===== config.mk =====
export PLATFORM = sky130hd
export DESIGN_NAME = ex_muldiv_flat
export DESIGN_NICKNAME = d
export VERILOG_FILES = /design/src/rtl/ex_muldiv_if.sv /design/src/rtl/ex_muldiv.sv /design/src/flat_wrapper.sv
export SDC_FILE = /design/constraint.sdc
export NUM_CORES = 1
export LEC_CHECK = 0
export CAP_MARGIN = 20
export CORE_UTILIZATION = 60
export DETAILED_ROUTE_END_ITERATION = 16
export PLACE_DENSITY_LB_ADDON = 0.2
export SLEW_MARGIN = 20
export SYNTH_ARGS = -nofsm -noshare
export SYNTH_HDL_FRONTEND = slang
export SYNTH_SLANG_ARGS = --single-unit

===== constraint.sdc =====
create_clock -name clk -period 4.85 [get_ports clk]
set_input_delay 1.2125 -clock clk [delete_from_list [all_inputs] [get_ports clk]]
set_output_delay 1.2125 -clock clk [all_outputs]
set_load 0.01 [all_outputs]

===== src/rtl/ex_muldiv_if.sv =====
// Request/response bundle between the execute-stage stall controller and the
// iterative multiply/divide unit.
//
// Handshake: a request is taken on a rising edge where start_i=1, cancel_i=0
// and busy_o=0. There is no queueing, so a start seen while busy_o=1 is
// dropped. The result is offered for exactly one cycle with done_o=1. hi_o
// and lo_o then hold that result until the next completed operation.
interface ex_muldiv_if #(
    parameter int WIDTH = 32
);
    logic             start_i;
    logic [1:0]       op_i;
    logic [WIDTH-1:0] src1_i;
    logic [WIDTH-1:0] src2_i;
    logic             cancel_i;
    logic             busy_o;
    logic             done_o;
    logic [WIDTH-1:0] hi_o;
    logic [WIDTH-1:0] lo_o;
    logic             div_zero_o;
    logic [1:0]       dbg_state;

    modport master (
        output start_i, op_i, src1_i, src2_i, cancel_i,
        input  busy_o, done_o, hi_o, lo_o, div_zero_o, dbg_state
    );

    modport slave (
        input  start_i, op_i, src1_i, src2_i, cancel_i,
        output busy_o, done_o, hi_o, lo_o, div_zero_o, dbg_state
    );
endinterface


===== src/rtl/ex_muldiv.sv =====
// Iterative multiply/divide unit. It runs a radix-2 shift-add multiply or a
// restoring shift-subtract divide on operand magnitudes, one bit per cycle.
// It applies the result signs in the final cycle and registers HI/LO.
module ex_muldiv #(
    parameter int WIDTH = 32
) (
    input logic         clk,
    input logic         rst,
    ex_muldiv_if.slave  bus
);
    localparam int CW = $clog2(WIDTH) + 1;

    localparam logic [1:0] S_IDLE   = 2'd0;
    localparam logic [1:0] S_CALC   = 2'd1;
    localparam logic [1:0] S_FINISH = 2'd2;

    logic [1:0]         state;
    logic [1:0]         state_nx;
    logic [CW-1:0]      cnt;
    logic               is_div;
    logic               dz;
    logic               sign_p;     // product / quotient sign
    logic               sign_r;     // remainder sign
    logic [WIDTH-1:0]   mag1;       // multiplicand magnitude
    logic [WIDTH-1:0]   mag2;       // divisor magnitude
    // Multiply: {partial product, remaining multiplier bits}.
    // Divide: low half holds dividend bits shifting out / quotient bits in.
    logic [2*WIDTH-1:0] acc;
    logic [WIDTH-1:0]   rem;        // partial remainder, always < divisor

    logic               accept;
    logic               sgn_op;
    logic               s1;
    logic               s2;
    logic               zero_div;
    logic [WIDTH-1:0]   a_mag;
    logic [WIDTH-1:0]   b_mag;
    logic [WIDTH:0]     mul_sum;
    logic [WIDTH:0]     div_shift;
    logic [WIDTH:0]     div_diff;
    logic [2*WIDTH-1:0] prod_fin;
    logic [WIDTH-1:0]   quo_fin;
    logic [WIDTH-1:0]   rem_fin;

    assign accept   = (state == S_IDLE) && bus.start_i && !bus.cancel_i;
    assign sgn_op   = ~bus.op_i[0];
    assign s1       = sgn_op & bus.src1_i[WIDTH-1];
    assign s2       = sgn_op & bus.src2_i[WIDTH-1];
    assign a_mag    = s1 ? -bus.src1_i : bus.src1_i;
    assign b_mag    = s2 ? -bus.src2_i : bus.src2_i;
    assign zero_div = bus.op_i[1] && (bus.src2_i == '0);

    // One multiply step adds the multiplicand when the current multiplier
    // bit is set. One divide step trial-subtracts the divisor from the
    // shifted remainder. A borrow (bit WIDTH set) means the quotient bit is 0.
    assign mul_sum   = {1'b0, acc[2*WIDTH-1:WIDTH]} + (acc[0] ? {1'b0, mag1} : '0);
    assign div_shift = {rem, acc[WIDTH-1]};
    assign div_diff  = div_shift - {1'b0, mag2};

    assign prod_fin = sign_p ? -acc : acc;
    assign quo_fin  = sign_p ? -acc[WIDTH-1:0] : acc[WIDTH-1:0];
    assign rem_fin  = sign_r ? -rem : rem;

    assign bus.dbg_state = state;

    // Next-state selection; cancel pulls any busy state back to IDLE.
    always_comb begin
        state_nx = state;
        case (state)
            S_IDLE: begin
                if (accept) state_nx = zero_div ? S_FINISH : S_CALC;
            end
            S_CALC: begin
                if (bus.cancel_i)                  state_nx = S_IDLE;
                else if (cnt == CW'(WIDTH - 1))    state_nx = S_FINISH;
            end
            S_FINISH: state_nx = S_IDLE;
            default:  state_nx = S_IDLE;
        endcase
    end

    // State, operand latching, iteration datapath and registered results.
    always_ff @(posedge clk) begin
        if (rst) begin
            state          <= S_IDLE;
            cnt            <= '0;
            is_div         <= 1'b0;
            dz             <= 1'b0;
            sign_p         <= 1'b0;
            sign_r         <= 1'b0;
            mag1           <= '0;
            mag2           <= '0;
            acc            <= '0;
            rem            <= '0;
            bus.busy_o     <= 1'b0;
            bus.done_o     <= 1'b0;
            bus.div_zero_o <= 1'b0;
            bus.hi_o       <= '0;
            bus.lo_o       <= '0;
        end else begin
            state          <= state_nx;
            bus.busy_o     <= (state_nx != S_IDLE);
            bus.done_o     <= 1'b0;
            bus.div_zero_o <= 1'b0;
            case (state)
                S_IDLE: begin
                    if (accept) begin
                        is_div <= bus.op_i[1];
                        dz     <= zero_div;
                        sign_p <= s1 ^ s2;
                        sign_r <= s1;
                        mag1   <= a_mag;
                        mag2   <= b_mag;
                        cnt    <= '0;
                        rem    <= '0;
                        // Divide-by-zero keeps the raw dividend for HI.
                        if (zero_div)
                            acc <= {{WIDTH{1'b0}}, bus.src1_i};
                        else if (bus.op_i[1])
                            acc <= {{WIDTH{1'b0}}, a_mag};
                        else
                            acc <= {{WIDTH{1'b0}}, b_mag};
                    end
                end
                S_CALC: begin
                    cnt <= cnt + 1'b1;
                    if (is_div) begin
                        if (div_diff[WIDTH]) begin
                            rem            <= div_shift[WIDTH-1:0];
                            acc[WIDTH-1:0] <= {acc[WIDTH-2:0], 1'b0};
                        end else begin
                            rem            <= div_diff[WIDTH-1:0];
                            acc[WIDTH-1:0] <= {acc[WIDTH-2:0], 1'b1};
                        end
                    end else begin
                        acc <= {mul_sum, acc[WIDTH-1:1]};
                    end
                end
                S_FINISH: begin
                    if (!bus.cancel_i) begin
                        bus.done_o     <= 1'b1;
                        bus.div_zero_o <= dz;
                        if (dz) begin
                            bus.hi_o <= acc[WIDTH-1:0];
                            bus.lo_o <= '1;
                        end else if (is_div) begin
                            bus.hi_o <= rem_fin;
                            bus.lo_o <= quo_fin;
                        end else begin
                            bus.hi_o <= prod_fin[2*WIDTH-1:WIDTH];
                            bus.lo_o <= prod_fin[WIDTH-1:0];
                        end
                    end
                end
                default: ;
            endcase
        end
    end
endmodule


===== src/flat_wrapper.sv =====
// flat-port wrapper written by rule: the top's interface ports become plain ports
module ex_muldiv_flat 
#(
    parameter int WIDTH = 32
)
  (clk, rst, bus_start_i, bus_op_i, bus_src1_i, bus_src2_i, bus_cancel_i, bus_busy_o, bus_done_o, bus_hi_o, bus_lo_o, bus_div_zero_o, bus_dbg_state);
  ex_muldiv_if #(.WIDTH(WIDTH)) bus_i ();
  input logic clk;
  input logic rst;
  input wire logic [$bits(bus_i.start_i)-1:0] bus_start_i;
  input wire logic [$bits(bus_i.op_i)-1:0] bus_op_i;
  input wire logic [$bits(bus_i.src1_i)-1:0] bus_src1_i;
  input wire logic [$bits(bus_i.src2_i)-1:0] bus_src2_i;
  input wire logic [$bits(bus_i.cancel_i)-1:0] bus_cancel_i;
  output wire logic [$bits(bus_i.busy_o)-1:0] bus_busy_o;
  output wire logic [$bits(bus_i.done_o)-1:0] bus_done_o;
  output wire logic [$bits(bus_i.hi_o)-1:0] bus_hi_o;
  output wire logic [$bits(bus_i.lo_o)-1:0] bus_lo_o;
  output wire logic [$bits(bus_i.div_zero_o)-1:0] bus_div_zero_o;
  output wire logic [$bits(bus_i.dbg_state)-1:0] bus_dbg_state;
  assign bus_i.start_i = bus_start_i;
  assign bus_i.op_i = bus_op_i;
  assign bus_i.src1_i = bus_src1_i;
  assign bus_i.src2_i = bus_src2_i;
  assign bus_i.cancel_i = bus_cancel_i;
  assign bus_busy_o = bus_i.busy_o;
  assign bus_done_o = bus_i.done_o;
  assign bus_hi_o = bus_i.hi_o;
  assign bus_lo_o = bus_i.lo_o;
  assign bus_div_zero_o = bus_i.div_zero_o;
  assign bus_dbg_state = bus_i.dbg_state;
  ex_muldiv #(.WIDTH(WIDTH)) u_core (.clk(clk), .rst(rst), .bus(bus_i));
endmodule

==> qor.yml <==
cells_and_area:
  final_cell_mix: "nor2_1, dfxtp_1, nand2_1, o21ai_0, a21oi_1"
  final_util: 0.7016
  final_layout_size_suffix_gt1_frac: 0.05893
  syn_to_final_growth_pct: 14.51
  final_nets: 2414
  diodes: 0
  layout_commonest_cell: "nor2_1"
route:
  viasPerCell: 6.577
  drc: 0
  first_pass_iters: 5
  drtIter0Drc: 2248
  drtAntennaViolNets: 0
  wirelength_um: 59150
  routedWlPerCell_um: 22.16
  vias: 17553
yosys:
  synth-edff-count: 0
  synth_warnings: 0
  postSynthAreaPerCell_sq_um: 7.651
  synthCells: 2231
  synth_fp_nets: 2372
  synthArstFlopShare: 0
  synthTopCellsByArea: "dfxtp_1, xnor2_1, nor2_1"
  synth_cell_types: 85
  synth-main-ff-cell: "dfxtp_1"
  synth_area_sq_mm: 0.01707
  ys_ff_latch: 239
  ys_seq_area_frac: 0.2803
  synth_top_area_frac: 0.2803
  yosys.area.top_type: "dfxtp_1"
pwr:
  power_density_mw_per_mm2: 266.6
  vdd_drop_max_mv: 0.2685
  p_leak_uw: 0.007463
  finalPower_uw: 5210
min_path:
  hold_end: "u_core.mag1[31]$_SDFFE_PP0P_"
  hold_start: "u_core.mag1[31]$_SDFFE_PP0P_"
  hold_path_depth: 2
  hold_class: "flip-flop to flip-flop"
worst_setup_path:
  reg2reg_to: "u_core.acc[60]$_SDFFE_PP0P_"
  r2r_start: "u_core.acc[0]$_SDFFE_PP0P_"
  end_kind: "flip-flop"
  crit_top_cell: "o21ai_0"
  crit_arrival_ns: 4.50
  critPathLaunchType: "flip-flop"
  path_class: "flip-flop to flip-flop"
  reg2reg_depth: 12
  cp_cell_sequence: "buf_4, and2_1, ha_1, o21ai_0, o21ai_0, a31oi_1, o21ai_1, a21bo_2, a221oi_1, o21ai_0, xor2_1, a22o_1"
  regToRegSetupSlack_ns: 0.79
  cp_max_fo: 18
  cp_slowest_stage_delay_ns: 0.68
  worstPathRequired_ns: 5.29
  slowest_stage: "dfxtp_1"
global_route:
  grt_first_pass_wirelength_um: 89640
  antenna_found_initial: 1
  grt_max_degree: 141
  grt_pass1_vias: 15457
  grt-ovfl-total: 0
  grt.total_usage: 0.3982
timing:
  hold_violations: 0
  fin_skew_ns: 0.01040
  setup_violations: 0
  slew_violations: 0
  slew_headroom: 0.3264
  rsz0062_at_grt: "no"
  fmaxAchievable_ghz: 0.2460
  period_share: 0.8380
  min_period_ns: 4.064
  worst_pin_slew_ns: 1.010
  setup_tns_ns: 0
clock_network:
  clock_path_buffers: 3
  cts_buffers: 27
  clk_pin_slew_ns: 0.06
  cts.sinks: 239
  post-cts-setup-buffers: 0
  cts_htree_levels: 1
  cts_tree: "built"
  post_cts_resized: 0
  cts_hold_buffers: 0
  clock_latency_ns: 0.55
  root_buffer: "clkbuf_16"
floorplan:
  die_y_um: 170.7
  die_x_um: 170.7
  fp.coreArea_sq_mm: 0.02786
  die_area_sq_mm: 0.02913
  start_util: 0.6127
  pin_count: 139
  rows: 61
placement:
  place_hpwl_um: 44330
  portBuffers: 138
  gp_congestion: 1.033
status:
  status: "finished, final reports clean"
job:
  maxCapViolCount: 0
-- metal layers --
metal | up-vias | share of wire | GRT usage
li1 | 8188 | - | -
met1 | 8159 | 0.42 | 0.5638
met2 | 1027 | 0.42 | 0.5856
met3 | 179 | 0.11 | 0.06315
met4 | 0 | 0.051 | 0.1904
met5 | - | 0 | 0
-- synthesized netlist by cell type, types with 12 or more instances --
library cell    n
nor2b_1        12
nor4_1         19
nand2b_1       24
o21ai_0       170
a21o_1         23
a31oi_1        31
or3_1          22
nor2_1        247
o41ai_1        20
dfxtp_1       239
mux2i_1        66
o211ai_1       23
xor2_1         77
nand2_1       174
or4_1          19
clkbuf_1      141
o31ai_1        34
a211oi_1      110
buf_1          16
xnor2_1       120
nor3_1         54
and2_1         37
a221oi_1       14
inv_1          65
a21oi_1       167
a22o_1         15
ha_1           69
nand3_1        37
o21a_1         13
-- metrics by stage --
step | cells | instance area [sq um] | setup WS [ns] | hold slack (ns)
after CTS | 2669 | 19540 | 0.8726 | 0.4547
after global placement | 2622 | 18630 | 0.4777 | 0.4394
after global routing | 2669 | 19550 | 0.5305 | 0.4756
after detailed placement | 2622 | 18630 | 0.3699 | 0.4458
final | 2669 | 19550 | 0.7857 | 0.4585
after floorplan | 2231 | 17070 | 1.031 | 0.4317
-- worst max path at each step --
stage / startpoint / endpoint / slack, ns
6_report: u_core.acc[0]$_SDFFE_PP0P_ / u_core.acc[60]$_SDFFE_PP0P_ / 0.79
5_1_grt: u_core.acc[0]$_SDFFE_PP0P_ / u_core.acc[60]$_SDFFE_PP0P_ / 0.53
3_3_place_gp: bus_src2_i[7] / u_core.acc[23]$_SDFFE_PP0P_ / 0.48
2_1_floorplan: bus_src1_i[2] / u_core.acc[23]$_SDFFE_PP0P_ / 1.03
4_1_cts: u_core.acc[0]$_SDFFE_PP0P_ / u_core.acc[60]$_SDFFE_PP0P_ / 0.87
3_5_place_dp: bus_src2_i[7] / u_core.acc[23]$_SDFFE_PP0P_ / 0.37
-- power breakdown --
part,leakage [uW],switching (uW),internal [uW],total [uW]
combinational,0.00507,587,360,947
clock,0.000452,864,1260,2130
sequential,0.00194,106,2030,2130
total,0.00746,1560,3650,5210
-- state kept, by name (all words and copies together), names as in the netlist, 2 cells and up --
register,flops
u_core.acc,64
u_core.bus.hi_o,32
u_core.bus.lo_o,32
u_core.mag1,32
u_core.mag2,32
u_core.rem,32
u_core.cnt,6
u_core.bus.dbg_state,2
-- cell families after synthesis --
family,count (synthesis),share of synthesized area
flip-flops,239,0.2803
AND/OR/NAND/NOR,705,0.1989
buffers and inverters,236,0.05461
adder cells (fa/ha/maj),71,0.05293
AO/OA/AOI/OAI,712,0.2701
XOR/XNOR,197,0.1011
multiplexers,71,0.04200
-- worst max-delay path: cells and delay by family (launching register included) --
| kind | cells | cell delay [ns] |
|---|---|---|
| AO/OA/AOI/OAI | 8 | 2.30 |
| flip-flops | 1 | 0.68 |
| XOR/XNOR | 1 | 0.17 |
| adder cells (fa/ha/maj) | 1 | 0.28 |
| buffers and inverters | 1 | 0.31 |
| AND/OR/NAND/NOR | 1 | 0.20 |
-- final cells by class --
class                   count  area [sq um]
multi-input cells        1756         11370
fillers                  2331          8313
flip-flops and latches    239          4795
repair buffers            184          1748
clock buffers              35         765.7
well taps                 378         473.0
inverters                  65         244.0
clock inverters            12         145.1
No activity file was read; power rests on OpenSTA's default activity.
